**src/rtl/accum_step_decoder_if.sv**
```systemverilog
// accum_step_decoder_if
//   Bundles the sample stream going into the step decoder and the recovered
//   step / lock status coming out of it.
//
//   master : drives sample_in, sample_valid, resync, clear_err;
//            observes step_out, step_valid, locked, mismatch, err_count
//   slave  : the decoder itself (the mirror image of master)
interface accum_step_decoder_if #(
  parameter int WIDTH     = 8,
  parameter int ERR_WIDTH = 8
);
  logic [WIDTH-1:0]     sample_in;
  logic                 sample_valid;
  logic                 resync;
  logic                 clear_err;
  logic [WIDTH-1:0]     step_out;
  logic                 step_valid;
  logic                 locked;
  logic                 mismatch;
  logic [ERR_WIDTH-1:0] err_count;

  modport master (
    output sample_in, sample_valid, resync, clear_err,
    input  step_out, step_valid, locked, mismatch, err_count
  );

  modport slave (
    input  sample_in, sample_valid, resync, clear_err,
    output step_out, step_valid, locked, mismatch, err_count
  );
endinterface

```
**src/rtl/accum_step_decoder.sv**
```systemverilog
// accum_step_decoder
//   Receiver for a running-sum accumulator. Each valid sample is subtracted
//   (modulo 2^WIDTH) from the previous one to recover the per-clock step.
//   After LOCK_COUNT identical steps in a row the block declares lock; a
//   differing step while locked raises a one-cycle mismatch pulse and bumps a
//   saturating error counter.
//
// Ports
//   clk    : clock
//   reset  : synchronous, active-high reset
//   bus    : accum_step_decoder_if.slave
//            sample_in / sample_valid : accumulator samples
//            resync                   : drop history, restart from EMPTY
//            clear_err                : zero err_count (wins over increment)
//            step_out / step_valid    : recovered step and its update pulse
//            locked                   : high while in LOCK
//            mismatch                 : one-cycle pulse on loss of lock
//            err_count                : saturating loss-of-lock count
module accum_step_decoder #(
  parameter int WIDTH      = 8,
  parameter int LOCK_COUNT = 4,   // legal range 1..15
  parameter int ERR_WIDTH  = 8
) (
  input  logic                clk,
  input  logic                reset,
  accum_step_decoder_if.slave bus
);

  typedef enum logic [1:0] {
    EMPTY  = 2'd0,  // no previous sample held
    PRIMED = 2'd1,  // previous sample held, no reference step yet
    TRACK  = 2'd2,  // counting identical steps toward lock
    LOCK   = 2'd3   // LOCK_COUNT identical steps seen
  } state_t;

  localparam logic [3:0] LOCK_N = 4'(LOCK_COUNT);

  state_t               state_q, state_d;
  logic [WIDTH-1:0]     prev_q, prev_d;
  logic [WIDTH-1:0]     ref_q, ref_d;
  logic [3:0]           cnt_q, cnt_d;
  logic [WIDTH-1:0]     step_q, step_d;
  logic                 step_valid_q, step_valid_d;
  logic                 locked_q;
  logic                 mismatch_q, mismatch_d;
  logic [ERR_WIDTH-1:0] err_q, err_d;

  logic [WIDTH-1:0]     delta;
  logic [3:0]           cnt_inc;

  // Plain wrap-around subtraction; the accumulator is free-running modulo
  // 2^WIDTH so no sign handling is wanted.
  assign delta   = bus.sample_in - prev_q;
  assign cnt_inc = cnt_q + 4'd1;

  // NOTE: every variable driven here gets its hold/default value first, so no
  // path through the if/case tree can leave it unassigned and infer a latch.
  always_comb begin
    state_d      = state_q;
    prev_d       = prev_q;
    ref_d        = ref_q;
    cnt_d        = cnt_q;
    step_d       = step_q;
    step_valid_d = 1'b0;
    mismatch_d   = 1'b0;

    if (bus.resync) begin
      // A sample arriving with resync is dropped on purpose.
      state_d = EMPTY;
      cnt_d   = 4'd0;
    end else if (bus.sample_valid) begin
      prev_d = bus.sample_in;
      case (state_q)
        EMPTY: begin
          state_d = PRIMED;
        end
        PRIMED: begin
          step_d       = delta;
          step_valid_d = 1'b1;
          ref_d        = delta;
          cnt_d        = 4'd1;
          state_d      = (LOCK_N == 4'd1) ? LOCK : TRACK;
        end
        TRACK: begin
          step_d       = delta;
          step_valid_d = 1'b1;
          if (delta == ref_q) begin
            cnt_d = cnt_inc;
            if (cnt_inc == LOCK_N) state_d = LOCK;
          end else begin
            // Not locked yet, so a new step just restarts the run quietly.
            ref_d = delta;
            cnt_d = 4'd1;
          end
        end
        LOCK: begin
          step_d       = delta;
          step_valid_d = 1'b1;
          if (delta != ref_q) begin
            mismatch_d = 1'b1;
            ref_d      = delta;
            cnt_d      = 4'd1;
            state_d    = (LOCK_N == 4'd1) ? LOCK : TRACK;
          end
        end
      endcase
    end

    // clear_err beats a simultaneous increment; the mismatch pulse itself
    // is unaffected.
    err_d = err_q;
    if (bus.clear_err) begin
      err_d = '0;
    end else if (mismatch_d && (err_q != '1)) begin
      err_d = err_q + ERR_WIDTH'(1);
    end
  end

  // NOTE: sequential state uses non-blocking assignments only, so every
  // register samples the pre-edge values regardless of statement order.
  always_ff @(posedge clk) begin
    if (reset) begin
      state_q      <= EMPTY;
      prev_q       <= '0;
      ref_q        <= '0;
      cnt_q        <= 4'd0;
      step_q       <= '0;
      step_valid_q <= 1'b0;
      locked_q     <= 1'b0;
      mismatch_q   <= 1'b0;
      err_q        <= '0;
    end else begin
      state_q      <= state_d;
      prev_q       <= prev_d;
      ref_q        <= ref_d;
      cnt_q        <= cnt_d;
      step_q       <= step_d;
      step_valid_q <= step_valid_d;
      locked_q     <= (state_d == LOCK);
      mismatch_q   <= mismatch_d;
      err_q        <= err_d;
    end
  end

  assign bus.step_out   = step_q;
  assign bus.step_valid = step_valid_q;
  assign bus.locked     = locked_q;
  assign bus.mismatch   = mismatch_q;
  assign bus.err_count  = err_q;

endmodule

```
**src/flat_wrapper.sv**
```systemverilog
// flat-port wrapper written by rule: the top's interface ports become plain ports
module accum_step_decoder_flat 
#(
  parameter int WIDTH      = 8,
  parameter int LOCK_COUNT = 4,                       
  parameter int ERR_WIDTH  = 8
)
  (clk, reset, bus_sample_in, bus_sample_valid, bus_resync, bus_clear_err, bus_step_out, bus_step_valid, bus_locked, bus_mismatch, bus_err_count);
  accum_step_decoder_if #(.WIDTH(WIDTH), .ERR_WIDTH(ERR_WIDTH)) bus_i ();
  input  logic clk;
  input  logic reset;
  input wire logic [$bits(bus_i.sample_in)-1:0] bus_sample_in;
  input wire logic [$bits(bus_i.sample_valid)-1:0] bus_sample_valid;
  input wire logic [$bits(bus_i.resync)-1:0] bus_resync;
  input wire logic [$bits(bus_i.clear_err)-1:0] bus_clear_err;
  output wire logic [$bits(bus_i.step_out)-1:0] bus_step_out;
  output wire logic [$bits(bus_i.step_valid)-1:0] bus_step_valid;
  output wire logic [$bits(bus_i.locked)-1:0] bus_locked;
  output wire logic [$bits(bus_i.mismatch)-1:0] bus_mismatch;
  output wire logic [$bits(bus_i.err_count)-1:0] bus_err_count;
  assign bus_i.sample_in = bus_sample_in;
  assign bus_i.sample_valid = bus_sample_valid;
  assign bus_i.resync = bus_resync;
  assign bus_i.clear_err = bus_clear_err;
  assign bus_step_out = bus_i.step_out;
  assign bus_step_valid = bus_i.step_valid;
  assign bus_locked = bus_i.locked;
  assign bus_mismatch = bus_i.mismatch;
  assign bus_err_count = bus_i.err_count;
  accum_step_decoder #(.WIDTH(WIDTH), .LOCK_COUNT(LOCK_COUNT), .ERR_WIDTH(ERR_WIDTH)) u_core (.clk(clk), .reset(reset), .bus(bus_i));
endmodule
```
**config.mk**
```make
export PLATFORM = sky130hd
export DESIGN_NAME = accum_step_decoder_flat
export DESIGN_NICKNAME = d
export VERILOG_FILES = /design/src/rtl/accum_step_decoder_if.sv /design/src/rtl/accum_step_decoder.sv /design/src/flat_wrapper.sv
export SDC_FILE = /design/constraint.sdc
export NUM_CORES = 1
export LEC_CHECK = 0
export CORE_AREA = 2 2 74 76
export CTS_CLUSTER_DIAMETER = 60
export CTS_CLUSTER_SIZE = 20
export DETAILED_ROUTE_END_ITERATION = 10
export DIE_AREA = 0 0 76 78
export PLACE_DENSITY_LB_ADDON = 0.2
export SYNTH_ARGS = -nofsm -noshare
export SYNTH_HDL_FRONTEND = slang
export SYNTH_SLANG_ARGS = --single-unit
```
**constraint.sdc**
```tcl
create_clock -name clk -period 2.6 [get_ports clk]
set_input_delay 0.26 -clock clk [delete_from_list [all_inputs] [get_ports clk]]
set_output_delay 0.26 -clock clk [all_outputs]
set_load 0.02 [all_outputs]
```
Yosys cells after proc, flatten, opt, wreduce, memory -nomap -nowiden --
Cells that the tools add are included.
Word-level totals: register bits 41, output and inout port bits 19, logic and storage cells 52
Cells by class: add/subtract/negate cells 3, eq/ne operators 10, muxes and demuxes 17, bitwise gates (word level) 2, reduce and logical (&&, ||, !) cells 11
Operators with widths (count):
- $pmux 8 s3 | 1
- $mux 8 | 2
- $pmux 4 s3 | 1
- $mux 2 | 5
- $add 8x1->8 const B | 1
- $eq 8x8->1 | 1
- $mux 4 | 2
- $ne 8x8->1 | 1
- $ne 8x8->1 const B | 1
- $pmux 2 s4 | 1
- $sub 8x8->8 | 1
- $eq 2x2->1 const B | 3
- $reduce_and 3->1 | 2
- $reduce_or 3->1 | 2
- $mux 1 | 5
- $reduce_and 5->1 | 1
- $add 4x1->4 const B | 1
- $eq 4x3->1 const B | 1
- $reduce_or 2->1 | 2
- $reduce_bool 3->1 | 1
- $eq 2x1->1 const B | 1
- $logic_not 2->1 | 1
- $ne 2x1->1 const B | 1
- $ne 2x2->1 const B | 1
- 3 further kinds | 4

Depth between registers and ports, before layout --
Gate-level depths: netlist of run 1.
word-level depth 8, depth in mapped cells 13, mapped depth without buffers 12

Least setup slack after synthesis of run 1 --
OpenSTA, ideal clock, no wires.
kind reg-to-reg, start point register u_core.prev_q[0], end point register u_core.state_q[0], arrival time 2.554 ns, required time 2.527 ns, slack -0.028 ns, stages on the path, launching flop included 12, path buffers 0, period minus slack after synthesis 2.628 ns, cell sequence dfxtp_1 ha_1 inv_1 fa_1 a211o_1 nand2_1 xor2_1 o211a_1 nand4_4 or2_1 a311o_1 nor3_2
Between the ends: longest elaborated chain between the ends 6
Ends and longest elaborated chain:
- start, declared | line accum_step_decoder.sv:39 | logic [WIDTH-1:0] prev_q, prev_d;
- start signal, assigned | line accum_step_decoder.sv:134 | prev_q <= prev_d;
- $sub 8x8->8 * | line accum_step_decoder.sv:53 | assign delta = bus.sample_in - prev_q;
- $ne 8x8->1 or $eq 8x8->1 (tied branches) | line accum_step_decoder.sv:99, accum_step_decoder.sv:87
- $mux 2, on equally long branches | line accum_step_decoder.sv:99, accum_step_decoder.sv:87
- $pmux 2 s4 * | line accum_step_decoder.sv:73 | case (state_q)
- $mux 2 * | line accum_step_decoder.sv:71 | end else if (bus.sample_valid) begin
- $mux 2 * | line accum_step_decoder.sv:67 | if (bus.resync) begin
- end signal, assigned | line accum_step_decoder.sv:133 | state_q <= state_d;
- end, declared | line accum_step_decoder.sv:38 | state_t state_q, state_d;
Mark *: on every way between the ends. The rest lies on a longest branch, timed or not. A chain may end at the register's enable or synchronous reset.

Final worst setup path of run 1 --
Ends and elaborated chain as after synthesis.

==> qor.csv, run 1 <==
stage,metric,value,unit
cells_and_area,area grow syn2layout,36.4,%
floorplanning,Die H,78,um
detailed_routing,"antenna viol nets, final",0,
global_route,number of global-route vias before repair,1876,
floorplanning,num rows,26,
worst_setup_path,endpoint class of the critical path,flop,
sta,Slew HR,0.706,
detailed_routing,initial drt markers,32,
yosys,"Distinct cells, synth",51,
yosys,synth top area cells,"dfxtp_1, nand2_1, a21oi_1",
min_path,hold_sp,bus_sample_in[0],
floorplanning,Initial Util,0.444,
worst_setup_path,Worst Setup Start Kind,flop,
worst_setup_path,arrival time worst endpoint,2.82,ns
sta,fin crit period,2.59,ns
detailed_routing,Routed WL per cell,11.9,um
sta,RSZ-0062 raised after global routing,yes,
sta,Worst Tran Pin Value,0.440,ns
clocking,clock slew at reported path FFs,0.08,ns
worst_setup_path,ordered cell list for the critical path,ha_4 -> inv_2 -> fa_2 -> a211o_1 -> nand2_2 -> xor2_2 -> a211oi_2 -> nand4_4 -> or2_1 -> a311o_1 -> nor3_2,
sta,fin crit share,0.996,
sta,skew final,0.00538,ns
floorplanning,Die X,76,um
yosys,Syn Area/Cell,8.22,um2
detailed_routing,Vias,2035,
yosys,post-synthesis sequential area ratio,0.367,
cells_and_area,fillers,474,
flow_run,max-cap viol count,0,
worst_setup_path,CP startpoint,u_core.prev_q[0]$_SDFFE_PP0P_,
placement,Placed Instance Area,0.00284,mm2
clocking,root buffer cell,clkbuf_8,
worst_setup_path,critical path class,flop to flop,
yosys,top_reg_cell synth,dfxtp_1,
sta,count of final setup violators,0,
status,status,finished clean,
pwr,clock network power share,0.312,
cells_and_area,n_diodes,0,
pwr,PwrDens,450,mW/mm2
clocking,CTS Buffer Depth,2,
sta,f_max,386,MHz
clocking,Sink Count,41,
cells_and_area,Final nets,358,
cells_and_area,post-layout util,0.605,
yosys,cell taking the most area after synthesis,dfxtp_1,
worst_setup_path,Crit path largest cell delay,0.36,ns
sta,Hold Worst Slack,0.365,ns
pwr,Net Sw Power,0.370,mW
clocking,CTS tree,built,
pwr,Sequential Power Share,0.474,
clocking,Skew-Pair Late Insertion Delay,0.29,ns
placement,Detailed Place HPWL,3510,um
pwr,Leak,1.15,nW
placement,# port buffers,31,
worst_setup_path,Worst path slowest cell,fa_2,
global_route,gr usage total,0.170,
global_route,first-pass GRT wire length,8200,um
min_path,type of the worst min-delay path,primary input to flop,
detailed_routing,via/cell ratio,5.04,
floorplanning,die area,0.00593,mm2
worst_setup_path,Max Fanout on Critical Path,6,
detailed_routing,Residual DRC,0,
pwr,Comb power frac,0.214,
global_route,initial antenna violation count,0,
yosys,Netlist Area Pre-Place,0.00224,mm2
yosys,#FFs+latches synth,41,
pwr,cell-internal power,1.00,mW
detailed_routing,Post-Route WL,4830,um
floorplanning,# IOs,32,
yosys,Post-Synthesis Cells,272,
yosys,post-synth top area share,0.367,
worst_setup_path,FF-to-FF setup slack,0.01,ns
yosys,"EDFF count, synth",0,
cells_and_area,"commonest cells after routing, fill and taps aside","nand2_1, dfxtp_1, buf_4, clkdlybuf4s50_1, a21oi_1",
cells_and_area,layout cells sized above 1,0.210,
global_route,gr ovfl total,0,
floorplanning,core box area,0.00504,mm2
clocking,H-Tree Depth,2,
sta,final hold violations,0,
pwr,Sw Ratio,0.270,
placement,GP Congestion,0.823,
detailed_routing,Initial DRT Pass Iterations,4,
sta,max-slew violations,0,
yosys,Synthesized Nets,296,
worst_setup_path,reg2reg start,u_core.prev_q[0]$_SDFFE_PP0P_,
global_route,largest net degree at the start of global routing,31,
pwr,worst vdd ir,0.000342,V
yosys,async set-reset flop share out of synthesis,0,
worst_setup_path,Required @ worst endpoint,2.83,ns
cells_and_area,cell area after layout,0.00305,mm2
clocking,total CTS buffers,5,
cells_and_area,"leading cell type in the layout, fill and taps excluded",nand2_1,
yosys,YS warnings,0,
[cells by family (layout without fill, tap and decap cells)]
family | after synthesis | in the layout | share of synthesized area
xor+xnor | 13 | 13 | 0.0638
compound gates | 67 | 67 | 0.190
fa+ha+maj | 11 | 11 | 0.0649
mux | 7 | 7 | 0.0313
flops | 41 | 41 | 0.367
buf+inv | 24 | 86 | 0.0447
simple gates | 109 | 109 | 0.239
[registers in the layout (all words and copies together) (netlist names)]
name / cells
u_core.bus.locked: 1
u_core.bus.mismatch: 1
u_core.bus.err_count: 8
u_core.ref_q: 8
u_core.cnt_q: 4
u_core.prev_q: 8
u_core.bus.step_out: 8
u_core.bus.step_valid: 1
u_core.state_q: 2
[cell usage after synthesis, types with 7 or more instances]
master / instances
xor2_1: 7
clkbuf_1: 7
ha_1: 10
a21oi_1: 29
nor2_1: 22
inv_1: 13
mux2i_1: 7
or3_1: 8
dfxtp_1: 41
o21ai_0: 14
nand2_1: 44
[critical path: cells and delay by family, from the launching register on]
kind	cells	cell delay, ns
simple gates	4	0.66
xor+xnor	1	0.09
fa+ha+maj	2	0.49
compound gates	3	0.90
flops	1	0.35
buf+inv	1	0.03
[repair_timing]
| item | CTS | global route |
|---|---|---|
| gates resized for setup | 21 | 5 |
| pin swaps | 19 | 9 |
| buffers inserted | 2 | 2 |
| hold buffers | 0 | 0 |
| setup endpoints to repair | 21 | 21 |
[per-stage QoR]
step / setup TNS (ns) / setup WS [ns] / std cells / total power [mW]
2_1_floorplan: 0 / 0.0125 / 272 / 0.828
3_3_place_gp: -8.83 / -0.518 / 393 / 0.934
3_5_place_dp: -10.34 / -0.590 / 393 / 0.938
4_1_cts: -0.183 / -0.0321 / 402 / 1.38
5_1_grt: -2.00 / -0.155 / 404 / 1.45
6_report: 0 / 0.00989 / 404 / 1.37
[cell type report]
| cell class | instances | area (um2) | area share |
|---|---|---|---|
| multi-input combinational | 207 | 1420 | 0.464 |
| sequential | 41 | 823 | 0.270 |
| timing repair buffer | 66 | 586 | 0.192 |
| tap | 70 | 87.6 | 0.0287 |
| clock buffer | 6 | 82.6 | 0.0271 |
| inverter | 13 | 48.8 | 0.0160 |
| clock inverter | 1 | 7.51 | 0.00246 |
[path summary, 6_finish.rpt]
path              cells after the start                             endpoint
hold reg to reg                       2  u_core.bus.step_out[1]$_SDFFE_PP0P_
setup reg to reg                     11         u_core.state_q[0]$_SDFF_PP0_
hold / removal                        3        u_core.prev_q[0]$_SDFFE_PP0P_
setup / recovery                     11         u_core.state_q[0]$_SDFF_PP0_
[power groups by stage]
| stage | registers, mW | clock network (mW) | logic, mW |
|---|---|---|---|
| after CTS | 0.651 | 0.445 | 0.289 |
| after floorplan | 0.666 | 0 | 0.162 |
| after global routing | 0.653 | 0.471 | 0.323 |
| after detailed placement | 0.664 | 0 | 0.273 |
| final | 0.650 | 0.428 | 0.294 |
| after global placement | 0.664 | 0 | 0.270 |
[layer usage]
layer / vias up / track usage / part of all wire
met5: - / 0 / 0
met4: 0 / 0.0600 / 0.015
met3: 6 / 0.0337 / 0.033
met2: 30 / 0.309 / 0.51
met1: 937 / 0.199 / 0.44
li1: 1062 / - / -
(Power assumes the default switching activity.)
==> run 2, diff against run 1 <==
REMOVE_ABC_BUFFERS = 1   (was not set)
==> run 2 against run 1 <==
Net effect:
- the flow now finishes with violations (setup timing)
- maximum frequency shrank 2.5%
- core utilization is the same
- non-clock buffer count shrank 6
- first-iteration DRC count grew 120%
- highest routed layer unchanged
==> qor.csv, run 2 (synthesized netlist as in run 1, its figures left out) <==
stage,metric,value,unit,change
status,status,"finished, violations left",,was finished clean
status,failing checks,setup timing,,
global_route,number of global-route vias before repair,1943,,was 1876
cells_and_area,Layout Cells excl Fill,399,,was 404
global_route,grt met1 use,0.201,,was 0.199
placement,Detailed Place HPWL,3590,um,was 3510 um
pwr,Leak,1.15,nW,about the same
worst_setup_path,Required @ worst endpoint,2.83,ns,about the same
worst_setup_path,endpoint class of the critical path,flop,,unchanged
floorplanning,core box area,0.00504,mm2,unchanged
placement,GP Congestion,0.791,,was 0.823
global_route,first-pass GRT wire length,8600,um,was 8200 um
global_route,M2 GR Usage,0.329,,was 0.309
flow_run,max-cap viol count,0,,unchanged
floorplanning,Initial Util,0.444,,unchanged
clocking,# hold bufs at CTS,0,,unchanged
floorplanning,num rows,26,,unchanged
cells_and_area,area of the multi-input gates,0.00143,mm2,was 0.00142 mm2
cells_and_area,layout cells sized above 1,0.204,,was 0.210
placement,Placed Instance Area,0.00281,mm2,was 0.00284 mm2
cells_and_area,n_diodes,0,,unchanged
detailed_routing,via/cell ratio,5.19,,was 5.04
placement,Placed Instances,391,,was 393
cells_and_area,"commonest cells after routing, fill and taps aside","nand2_1, dfxtp_1, clkdlybuf4s50_1, a21oi_1, buf_4",,"was nand2_1, dfxtp_1, buf_4, clkdlybuf4s50_1, a21oi_1"
clocking,CTS tree,built,,unchanged
sta,Fin Setup TNS,-0.105,ns,was 0 ns
clocking,root buffer cell,clkbuf_8,,unchanged
worst_setup_path,critical path class,flop to flop,,unchanged
sta,final hold violations,0,,unchanged
floorplanning,Die X,76,um,unchanged
placement,# port buffers,31,,unchanged
detailed_routing,Vias,2072,,was 2035
detailed_routing,Routed WL per cell,12.6,um,was 11.9 um
global_route,largest net degree at the start of global routing,31,,unchanged
sta,RSZ-0062 raised after global routing,yes,,unchanged
sta,max-slew violations,0,,unchanged
sta,Slew HR,0.693,,was 0.706
global_route,GR peak layer,met2,,unchanged
cells_and_area,"leading cell type in the layout, fill and taps excluded",nand2_1,,unchanged
detailed_routing,initial drt markers,71,,was 32
worst_setup_path,Worst Setup Start Kind,flop,,unchanged
pwr,worst vdd ir,0.000298,V,was 0.000342 V
worst_setup_path,arrival time worst endpoint,2.88,ns,was 2.82 ns
cells_and_area,post-layout util,0.605,,unchanged
floorplanning,# IOs,32,,unchanged
sta,fin crit share,1.02,,was 0.996
clocking,Skew-Pair Late Insertion Delay,0.30,ns,was 0.29 ns
cells_and_area,Final nets,352,,was 358
global_route,initial antenna violation count,0,,unchanged
detailed_routing,"antenna viol nets, final",0,,unchanged
clocking,CTS Buffer Depth,2,,unchanged
cells_and_area,cell area after layout,0.00305,mm2,unchanged
cells_and_area,area grow syn2layout,36.4,%,unchanged
sta,fin crit period,2.66,ns,was 2.59 ns
floorplanning,Die H,78,um,unchanged
sta,Worst Tran Pin Value,0.460,ns,was 0.440 ns
min_path,type of the worst min-delay path,primary input to flop,,unchanged
clocking,H-Tree Depth,2,,unchanged
clocking,total CTS buffers,5,,unchanged
worst_setup_path,CP startpoint,u_core.prev_q[0]$_SDFFE_PP0P_,,unchanged
clocking,clock slew at reported path FFs,0.09,ns,was 0.08 ns
sta,Hold Worst Slack,0.346,ns,was 0.365 ns
worst_setup_path,reg2reg start,u_core.prev_q[0]$_SDFFE_PP0P_,,unchanged
detailed_routing,Residual DRC,0,,unchanged
clocking,Sink Count,41,,unchanged
global_route,gr ovfl total,0,,unchanged
sta,Setup WS post-layout,-0.0558,ns,was 0.00989 ns
sta,skew final,0.00768,ns,was 0.00538 ns
global_route,gr usage total,0.175,,was 0.170
sta,count of final setup violators,3,,was 0
min_path,hold_sp,bus_sample_in[0],,unchanged
pwr,total power,1.49,mW,was 1.37 mW
detailed_routing,Initial DRT Pass Iterations,4,,unchanged
placement,DP Worst Slack,-0.648,ns,was -0.590 ns
worst_setup_path,Max Fanout on Critical Path,5,,was 6
sta,f_max,377,MHz,was 386 MHz
pwr,PwrDens,488,mW/mm2,was 450 mW/mm2
detailed_routing,Post-Route WL,5020,um,was 4830 um
cells_and_area,fillers,477,,was 474
global_route,GR Util met3,0.0453,,was 0.0337
floorplanning,die area,0.00593,mm2,unchanged
cells_and_area,register area,822,um2,was 823 um2
==> run 2: cell types whose count changed in the layout (fill, tap and decap cells not counted), sizes merged <==
cell,previous run,this run
bufinv,0,1
dlygate4sd2,3,1
clkdlybuf4s50,28,30
buf,35,29
==> run 2: report_power, final <==
group / switching [mW] / leakage (nW) / internal [mW]
registers: 0.0104 / 0.332 / 0.640
clock network: 0.236 / 0.0574 / 0.312
logic: 0.144 / 0.756 / 0.145
==> run 2: worst paths after layout <==
check | endpoint | slack [ns] | cells after the start
worst min-delay path | u_core.prev_q[0]$_SDFFE_PP0P_ | 0.35 | 3
worst max register to register | u_core.state_q[0]$_SDFF_PP0_ | -0.06 | 11
worst min register to register | u_core.bus.step_out[7]$_SDFFE_PP0P_ | 0.46 | 2
worst max-delay path | u_core.state_q[0]$_SDFF_PP0_ | -0.06 | 11
==> run 2: critical path: stages (launching register included) <==
cell      delay [ns]
dfxtp_2         0.36
ha_4            0.14
inv_2           0.04
fa_2            0.56
xnor2_2         0.11
o311ai_1        0.10
a211oi_1        0.22
o211a_1         0.23
nand4_4         0.15
or2_4           0.28
a311o_1         0.28
nor3_2          0.10
==> run 2: what timing repair did <==
| action | 4_1_cts | 5_1_grt |
|---|---|---|
| gates resized for setup | 16 | 20 |
| buffers inserted | 1 | 0 |
| pin swaps | 14 | 8 |
| endpoints found under the setup margin | 21 | 21 |
==> run 2: per-layer routing <==
metal | vias up | wire, um
li1 | 1053 | -
met1 | 978 | 2220
met2 | 37 | 2570
met3 | 4 | 187
met4 | 0 | 43
met5 | - | 0
==> run 2: layout make-up <==
| class | count | area share |
|---|---|---|
| multi-input cells | 207 | 0.467 |
| flip-flops and latches | 41 | 0.269 |
| repair buffers | 60 | 0.179 |
| well taps | 70 | 0.0287 |
| clock buffers | 6 | 0.0271 |
| inverters | 13 | 0.0160 |
| clock inverters | 2 | 0.0123 |
